`src/rtl/if_stage_pkg.sv`:
```
// Shared definitions for the instruction fetch stage: FSM state encoding,
// the bubble instruction, the ebreak encoding and the hold-buffer entry.
package if_stage_pkg;

   // Fetch FSM states
   typedef enum logic [1:0] {
      ST_IDLE = 2'd0,
      ST_REQ  = 2'd1,
      ST_DROP = 2'd2,
      ST_HALT = 2'd3
   } fetch_state_e;

   // addi x0,x0,0 used for bubbles
   localparam logic [31:0] IF_NOP_INST    = 32'h0000_0013;
   // ebreak
   localparam logic [31:0] IF_EBREAK_INST = 32'h0010_0073;
   // Sequential fetch increment
   localparam logic [31:0] IF_PC_STEP     = 32'd4;

   // One {IR, PC} pair as carried by the hold buffer
   typedef struct packed {
      logic [31:0] ir;
      logic [31:0] pc;
   } if_entry_t;

   // True when the instruction word is an ebreak
   function automatic logic is_ebreak(input logic [31:0] inst);
      return (inst == IF_EBREAK_INST);
   endfunction

endpackage

```
`src/rtl/if_stage_if.sv`:
```
// Instruction memory request/response handshake.
// master: fetch stage (issues requests); slave: instruction memory.
interface if_stage_if;
   logic        req;     // level-held until the response arrives
   logic [31:0] addr;    // fetch address
   logic        rvalid;  // response valid for the current addr
   logic [31:0] rdata;   // instruction word

   modport master (
      output req,
      output addr,
      input  rvalid,
      input  rdata
   );

   modport slave (
      input  req,
      input  addr,
      output rvalid,
      output rdata
   );
endinterface

```
`src/rtl/if_hold_buf.sv`:
```
// One-entry {IR, PC} holding buffer. Captures a fetch response that lands
// while decode is stalled; clear has priority over load.
module if_hold_buf
   import if_stage_pkg::*;
(
   input  logic      clk,
   input  logic      rst,      // asynchronous, active-low
   input  logic      i_load,
   input  logic      i_clear,
   input  if_entry_t i_entry,
   output logic      o_full,
   output if_entry_t o_entry
);

   logic      r_full;
   if_entry_t r_entry;

   // Occupancy flag: clear wins, load fills, otherwise hold
   always_ff @(posedge clk or negedge rst) begin
      if (!rst) begin
         r_full <= 1'b0;
      end else if (i_clear) begin
         r_full <= 1'b0;
      end else if (i_load) begin
         r_full <= 1'b1;
      end else begin
         r_full <= r_full;
      end
   end

   // Payload: captured on load, otherwise retained
   always_ff @(posedge clk or negedge rst) begin
      if (!rst) begin
         r_entry.ir <= IF_NOP_INST;
         r_entry.pc <= 32'h0000_0000;
      end else if (i_load && !i_clear) begin
         r_entry <= i_entry;
      end else begin
         r_entry <= r_entry;
      end
   end

   assign o_full  = r_full;
   assign o_entry = r_entry;

endmodule

```
`src/rtl/if_stage.sv`:
```
// Instruction fetch stage. Holds the PC, fetches over a single-outstanding
// request/response handshake and drives the IF/ID pipeline register.
// Optional feature macro: IF_EBREAK_HALT_EN -- when defined, an accepted
// ebreak stops fetching (HALT state, halted=1) until a redirect arrives.
module if_stage
   import if_stage_pkg::*;
#(
   parameter logic [31:0] RESET_PC = 32'h0000_0000,
   parameter logic [31:0] NOP_INST = IF_NOP_INST
) (
   input  logic              clk,
   input  logic              rst,             // asynchronous, active-low
   input  logic              stall,           // hazard stall from decode
   input  logic              redirect_valid,  // taken branch/jump from EX
   input  logic [31:0]       redirect_pc,
   if_stage_if.master        imem,
   output logic [31:0]       if_id_IR,
   output logic [31:0]       if_id_PC,
   output logic              if_id_valid_inst,
   output logic              halted
);

   fetch_state_e r_state;
   logic [31:0]  r_pc;
   logic [31:0]  r_if_id_ir;
   logic [31:0]  r_if_id_pc;
   logic         r_if_id_valid;

   logic         w_req;
   logic         w_accept;
   logic         w_outstanding;
   logic         w_hold_full;
   logic         w_hold_load;
   logic         w_hold_clear;
   if_entry_t    w_hold_in;
   if_entry_t    w_hold_out;

   // Request qualification: requests only in REQ with room to absorb a response
   always_comb begin
      w_req         = 1'b0;
      w_outstanding = 1'b0;
      if (r_state == ST_REQ) begin
         w_req         = !w_hold_full;
         w_outstanding = !w_hold_full;
      end else if (r_state == ST_DROP) begin
         w_req         = 1'b0;
         w_outstanding = 1'b1;
      end else begin
         w_req         = 1'b0;
         w_outstanding = 1'b0;
      end
   end

   assign w_accept = w_req && imem.rvalid;

   // Hold-buffer control: flush on redirect, drain when stall drops,
   // capture a response accepted under stall
   always_comb begin
      w_hold_in.ir = imem.rdata;
      w_hold_in.pc = r_pc;
      w_hold_clear = 1'b0;
      w_hold_load  = 1'b0;
      if (redirect_valid) begin
         w_hold_clear = 1'b1;
         w_hold_load  = 1'b0;
      end else if (stall) begin
         w_hold_clear = 1'b0;
         w_hold_load  = w_accept;
      end else begin
         w_hold_clear = w_hold_full;
         w_hold_load  = 1'b0;
      end
   end

   if_hold_buf u_hold_buf (
      .clk     (clk),
      .rst     (rst),
      .i_load  (w_hold_load),
      .i_clear (w_hold_clear),
      .i_entry (w_hold_in),
      .o_full  (w_hold_full),
      .o_entry (w_hold_out)
   );

   // Fetch FSM and program counter; redirect overrides every state
   always_ff @(posedge clk or negedge rst) begin
      if (!rst) begin
         r_state <= ST_IDLE;
         r_pc    <= RESET_PC;
      end else if (redirect_valid) begin
         r_pc <= redirect_pc;
         // A request still in flight must have its stale response dropped
         if (w_outstanding && !imem.rvalid) begin
            r_state <= ST_DROP;
         end else begin
            r_state <= ST_REQ;
         end
      end else begin
         case (r_state)
            ST_IDLE: begin
               r_state <= ST_REQ;
            end
            ST_REQ: begin
               if (w_accept) begin
                  r_pc <= r_pc + IF_PC_STEP;
`ifdef IF_EBREAK_HALT_EN
                  if (is_ebreak(imem.rdata)) begin
                     r_state <= ST_HALT;
                  end
`endif
               end
            end
            ST_DROP: begin
               if (imem.rvalid) begin
                  r_state <= ST_REQ;
               end
            end
`ifdef IF_EBREAK_HALT_EN
            ST_HALT: begin
               r_state <= ST_HALT;
            end
`endif
            default: begin
               r_state <= ST_IDLE;
            end
         endcase
      end
   end

   // IF/ID register: flush > stall > drain hold buffer > new response > bubble
   always_ff @(posedge clk or negedge rst) begin
      if (!rst) begin
         r_if_id_ir    <= NOP_INST;
         r_if_id_pc    <= 32'h0000_0000;
         r_if_id_valid <= 1'b0;
      end else if (redirect_valid) begin
         r_if_id_ir    <= NOP_INST;
         r_if_id_valid <= 1'b0;
      end else if (stall) begin
         r_if_id_ir    <= r_if_id_ir;
         r_if_id_pc    <= r_if_id_pc;
         r_if_id_valid <= r_if_id_valid;
      end else if (w_hold_full) begin
         r_if_id_ir    <= w_hold_out.ir;
         r_if_id_pc    <= w_hold_out.pc;
         r_if_id_valid <= 1'b1;
      end else if (w_accept) begin
         r_if_id_ir    <= imem.rdata;
         r_if_id_pc    <= r_pc;
         r_if_id_valid <= 1'b1;
      end else begin
         r_if_id_ir    <= NOP_INST;
         r_if_id_valid <= 1'b0;
      end
   end

   assign imem.req         = w_req;
   assign imem.addr        = r_pc;
   assign if_id_IR         = r_if_id_ir;
   assign if_id_PC         = r_if_id_pc;
   assign if_id_valid_inst = r_if_id_valid;

`ifdef IF_EBREAK_HALT_EN
   assign halted = (r_state == ST_HALT);
`else
   assign halted = 1'b0;
`endif

endmodule
```
`src/flat_wrapper.sv`:
```
// flat-port wrapper written by rule: the top's interface ports become plain ports
module if_stage_flat import if_stage_pkg::*;
#(
   parameter logic [31:0] RESET_PC = 32'h0000_0000,
   parameter logic [31:0] NOP_INST = IF_NOP_INST
)
  (clk, rst, stall, redirect_valid, redirect_pc, if_id_IR, if_id_PC, if_id_valid_inst, halted, imem_req, imem_addr, imem_rvalid, imem_rdata);
  if_stage_if imem_i ();
  input  logic clk;
  input  logic rst;
  input  logic stall;
  input  logic redirect_valid;
  input  logic [31:0] redirect_pc;
  output logic [31:0] if_id_IR;
  output logic [31:0] if_id_PC;
  output logic if_id_valid_inst;
  output logic halted;
  output wire logic [$bits(imem_i.req)-1:0] imem_req;
  output wire logic [$bits(imem_i.addr)-1:0] imem_addr;
  input wire logic [$bits(imem_i.rvalid)-1:0] imem_rvalid;
  input wire logic [$bits(imem_i.rdata)-1:0] imem_rdata;
  assign imem_req = imem_i.req;
  assign imem_addr = imem_i.addr;
  assign imem_i.rvalid = imem_rvalid;
  assign imem_i.rdata = imem_rdata;
  if_stage #(.RESET_PC(RESET_PC), .NOP_INST(NOP_INST)) u_core (.clk(clk), .rst(rst), .stall(stall), .redirect_valid(redirect_valid), .redirect_pc(redirect_pc), .imem(imem_i), .if_id_IR(if_id_IR), .if_id_PC(if_id_PC), .if_id_valid_inst(if_id_valid_inst), .halted(halted));
endmodule
```
`config.mk`:
```
export PLATFORM = sky130hd
export DESIGN_NAME = if_stage_flat
export DESIGN_NICKNAME = d
export VERILOG_FILES = /design/src/rtl/if_stage_pkg.sv /design/src/rtl/if_stage_if.sv /design/src/rtl/if_hold_buf.sv /design/src/rtl/if_stage.sv /design/src/flat_wrapper.sv
export SDC_FILE = /design/constraint.sdc
export NUM_CORES = 1
export LEC_CHECK = 0
export ABC_AREA = 1
export ABC_CLOCK_PERIOD_IN_PS = 1300
export CAP_MARGIN = 20
export CORE_ASPECT_RATIO = 1.4
export CORE_MARGIN = 2
export CORE_UTILIZATION = 59
export CTS_BUF_LIST = sky130_fd_sc_hd__clkbuf_8
export DETAILED_ROUTE_END_ITERATION = 8
export DONT_BUFFER_PORTS = 1
export GPL_TIMING_DRIVEN = 1
export PLACE_DENSITY_LB_ADDON = 0.05
export SETUP_SLACK_MARGIN = 0.05
export SLEW_MARGIN = 15
export SYNTH_ARGS = -nofsm -noshare
export SYNTH_HDL_FRONTEND = slang
export SYNTH_SLANG_ARGS = --single-unit
```
`constraint.sdc`:
```
create_clock -name clk -period 1.3 [get_ports clk]
set_input_delay 0.13 -clock clk [delete_from_list [all_inputs] [get_ports clk]]
set_output_delay 0.13 -clock clk [all_outputs]
set_load 0.05 [all_outputs]
```
==> metrics.yaml <==
synth-main-ff-cell: "dfrtp_1"
wl_um: 27410
finalClockSkew_ps: 14.48
dp_slack_ps: -233.8
grt_max_degree: 165
antenna_found_initial: 0
num_rows: 49
ys_top_cells_by_area: "dfrtp_1 (51%), nand2_1 (22%), o21ai_0 (5.6%)"
rsz0062_at_grt: "true"
ctsLongestPathBuffers: 2
fp.dieW_um: 101.3
clkTransAtPathRegs_ps: 100
cts-htree-levels: 4
p_sw_mw: 7.777
cts_made_buffers: 17
min-delay-path-class: "input pin to asynchronous set/reset pin"
n_fill_cell: 602
critPathLaunchType: "flip-flop"
setup_viol: 167
synth_enable_flop_cells: 0
cellPowerDensity_mw_per_mm2: 1569
worst-setup-path-type: "flip-flop to flip-flop"
core-area_mm2: 0.01287
drive_gt1_share_pct: 30.67
hpwl_um: 13860
vias: 8268
fin_nets: 1345
cts.sinks: 164
violations: "negative hold slack, negative setup slack"
fp.dieArea_mm2: 0.01421
path_buf_inv: 0
netlist.top_cell.by_area: "dfrtp_1"
period_minus_slack_ps: 1603
vias_per_cell: 5.738
yosys-top-cells-count: "nand2_1 (452), dfrtp_1 (158), inv_1 (93)"
synth_top_area_share_pct: 50.54
grt_overflow_total: 0
power_leakage_nw: 5.628
gp_routability_congestion: 0.9173
portBuffers: 0
grt_pass1_vias: 8071
relSlewSlack_pct: 62.54
fin_crit_sh_pct: 123.3
postLayoutCoreUtil_pct: 89.71
area.growth.synth_to_final_pct: 47.62
synth_cell_types: 28
cp_data_arrival_time_ps: 1930
critPathMaxStageDelay_ps: 440
dr.pass1.iters: 5
ff2ff_setup_slack_ps: -300
cts_tree: "done"
worst_slew_pin_slew_ps: 561.9
die_y_um: 140.3
fin_cells: 1441
grt_pass1_wl_um: 40120
post-synth-top-count-cell: "nand2_1"
layout_setup_ws_ps: -303.2
ys_warn_count: 0
cts_root_buf: "clkbuf_8"
async_flop_share_pct: 100.0
cp-end-kind: "flip-flop"
vdd_drop_max_mv: 1.179
ys_seq_area_share_pct: 52.55
path_delay_family: "simple AND/OR/NAND/NOR gates"
status: "finished with violations"
drv_cap: 0
num_io_pins: 168
crit_slowest_cell: "dfrtp_2"
power_switching_share_pct: 42.91
drtAntennaViolNets: 0
ys_ff_latch: 164
clockPowerShare_pct: 19.3
worstPathRequired_ps: 1630
pwr-share-comb_pct: 36.7
netlist_area_mm2: 0.007824
fin_hold_ws_ps: -643.3
post-route-drc-count: 0
hold_viol_final: 164
post-place-cells: 1289
seq_power_share_pct: 44.0
syn_inst: 1041
slew_viol_final: 0
diodes: 0
drt_iter0_markers: 811
wl_per_cell_um: 19.02
power.internal_mw: 10.35
fin_tns_setup_ps: -25960
clk_latency_ps: 450
syn_nets: 1111
avgSynthCellArea_um2: 7.516
crit_path_cell_trace: "ha_4 -> nand2_4 -> nor2_4 -> nand2_4 -> nor2_4 -> nand2_1 -> nand3_1 -> nand3_1"
path_max_fanout: 7
start_util_pct: 60.77
grt_util_all_layers_pct: 36.19
max_freq_mhz: 623.8
path summary, 6_finish.rpt:
check,start,end,depth (start not counted)
max,u_core.imem.addr[2]$_DFFE_PN0P_,u_core.imem.addr[12]$_DFFE_PN0P_,8
min,rst,u_core.if_id_PC[1]$_DFFE_PN0P_,0
max reg2reg,u_core.imem.addr[2]$_DFFE_PN0P_,u_core.imem.addr[12]$_DFFE_PN0P_,8
min reg2reg,u_core.u_hold_buf.o_entry[33]$_DFFE_PN1P_,u_core.u_hold_buf.o_entry[33]$_DFFE_PN1P_,2
max in group asynchronous,rst,u_core.imem.addr[6]$_DFFE_PN0P_,0
min in group clk,stall,u_core.if_id_PC[20]$_DFFE_PN0P_,4
layout make-up:
cell class              instances  area (um2)  share of cell area (%)
clock buffers                  18       247.7                   2.145
repair buffers                263        2685                   23.25
clock inverters                14       117.6                   1.018
repair inverters                1       7.507                 0.06500
flip-flops and latches        164        4158                   36.00
multi-input cells             728        3731                   32.30
well taps                     153       191.4                   1.657
inverters                     100       411.6                   3.564
power groups by stage:
| stage | Combinational [mW] | Sequential [mW] | Clock [mW] |
|---|---|---|---|
| after floorplan | 2.07 | 9.32 | 0 |
| after global placement | 5.19 | 7.74 | 0 |
| after detailed placement | 5.30 | 7.79 | 0 |
| after CTS | 6.03 | 7.76 | 3.50 |
| after global routing | 7.05 | 8.08 | 3.75 |
| final | 6.65 | 7.97 | 3.51 |
per-layer routing:
| layer | part of all wire [%] | global-route usage, % | vias to the layer above |
|---|---|---|---|
| li1 | - | - | 3721 |
| met1 | 36 | 43.41 | 3919 |
| met2 | 50 | 62.01 | 501 |
| met3 | 8.7 | 6.537 | 127 |
| met4 | 5.6 | 17.50 | 0 |
| met5 | 0 | 0 | - |
stage by stage:
stage,area (um2),total power [mW]
5_1_grt,11550,18.89
2_1_floorplan,8054,11.39
4_1_cts,11140,17.29
3_5_place_dp,9104,13.09
6_report,11550,18.12
3_3_place_gp,9104,12.93
cell usage in the layout (no fill, tap or decap), drive strengths merged:
master / instances
dlygate4sd3: 93
o211ai: 4
nand3: 52
a21oi: 6
clkinv: 4
dfstp: 6
xor2: 2
nor2: 49
nand4: 1
ha: 1
conb: 1
clkbuf: 18
clkinvlp: 6
o22ai: 12
buf: 170
o21ai: 143
nand2: 454
inv: 105
dfrtp: 158
and2: 2
xnor2: 1
timing repair:
item / in CTS / in global routing
buffers inserted: 11 / 15
endpoints found under the setup margin: 175 / 189
gates cloned: 10 / 0
gates resized for setup: 138 / 114
pin swaps: 32 / 37
hold buffers: 92 / 3
endpoints found under the hold margin: 262 / 170
cells by family after synthesis:
| family | share of synthesized area (%) |
|---|---|
| simple gates | 28.32 |
| compound gates | 10.87 |
| flops | 52.55 |
| buf+inv | 7.708 |
| xor+xnor | 0.3359 |
| fa+ha+maj | 0.1599 |
| other cells | 0.04793 |
registers in the layout, indices dropped and copies added (netlist names):
signal	cells
u_core.u_hold_buf.o_entry	64
u_core.if_id_IR	32
u_core.if_id_PC	32
u_core.imem.addr	32
u_core.r_state	2
u_core.if_id_valid_inst	1
u_core.u_hold_buf.o_full	1
No activity file was read; power rests on OpenSTA's default activity.
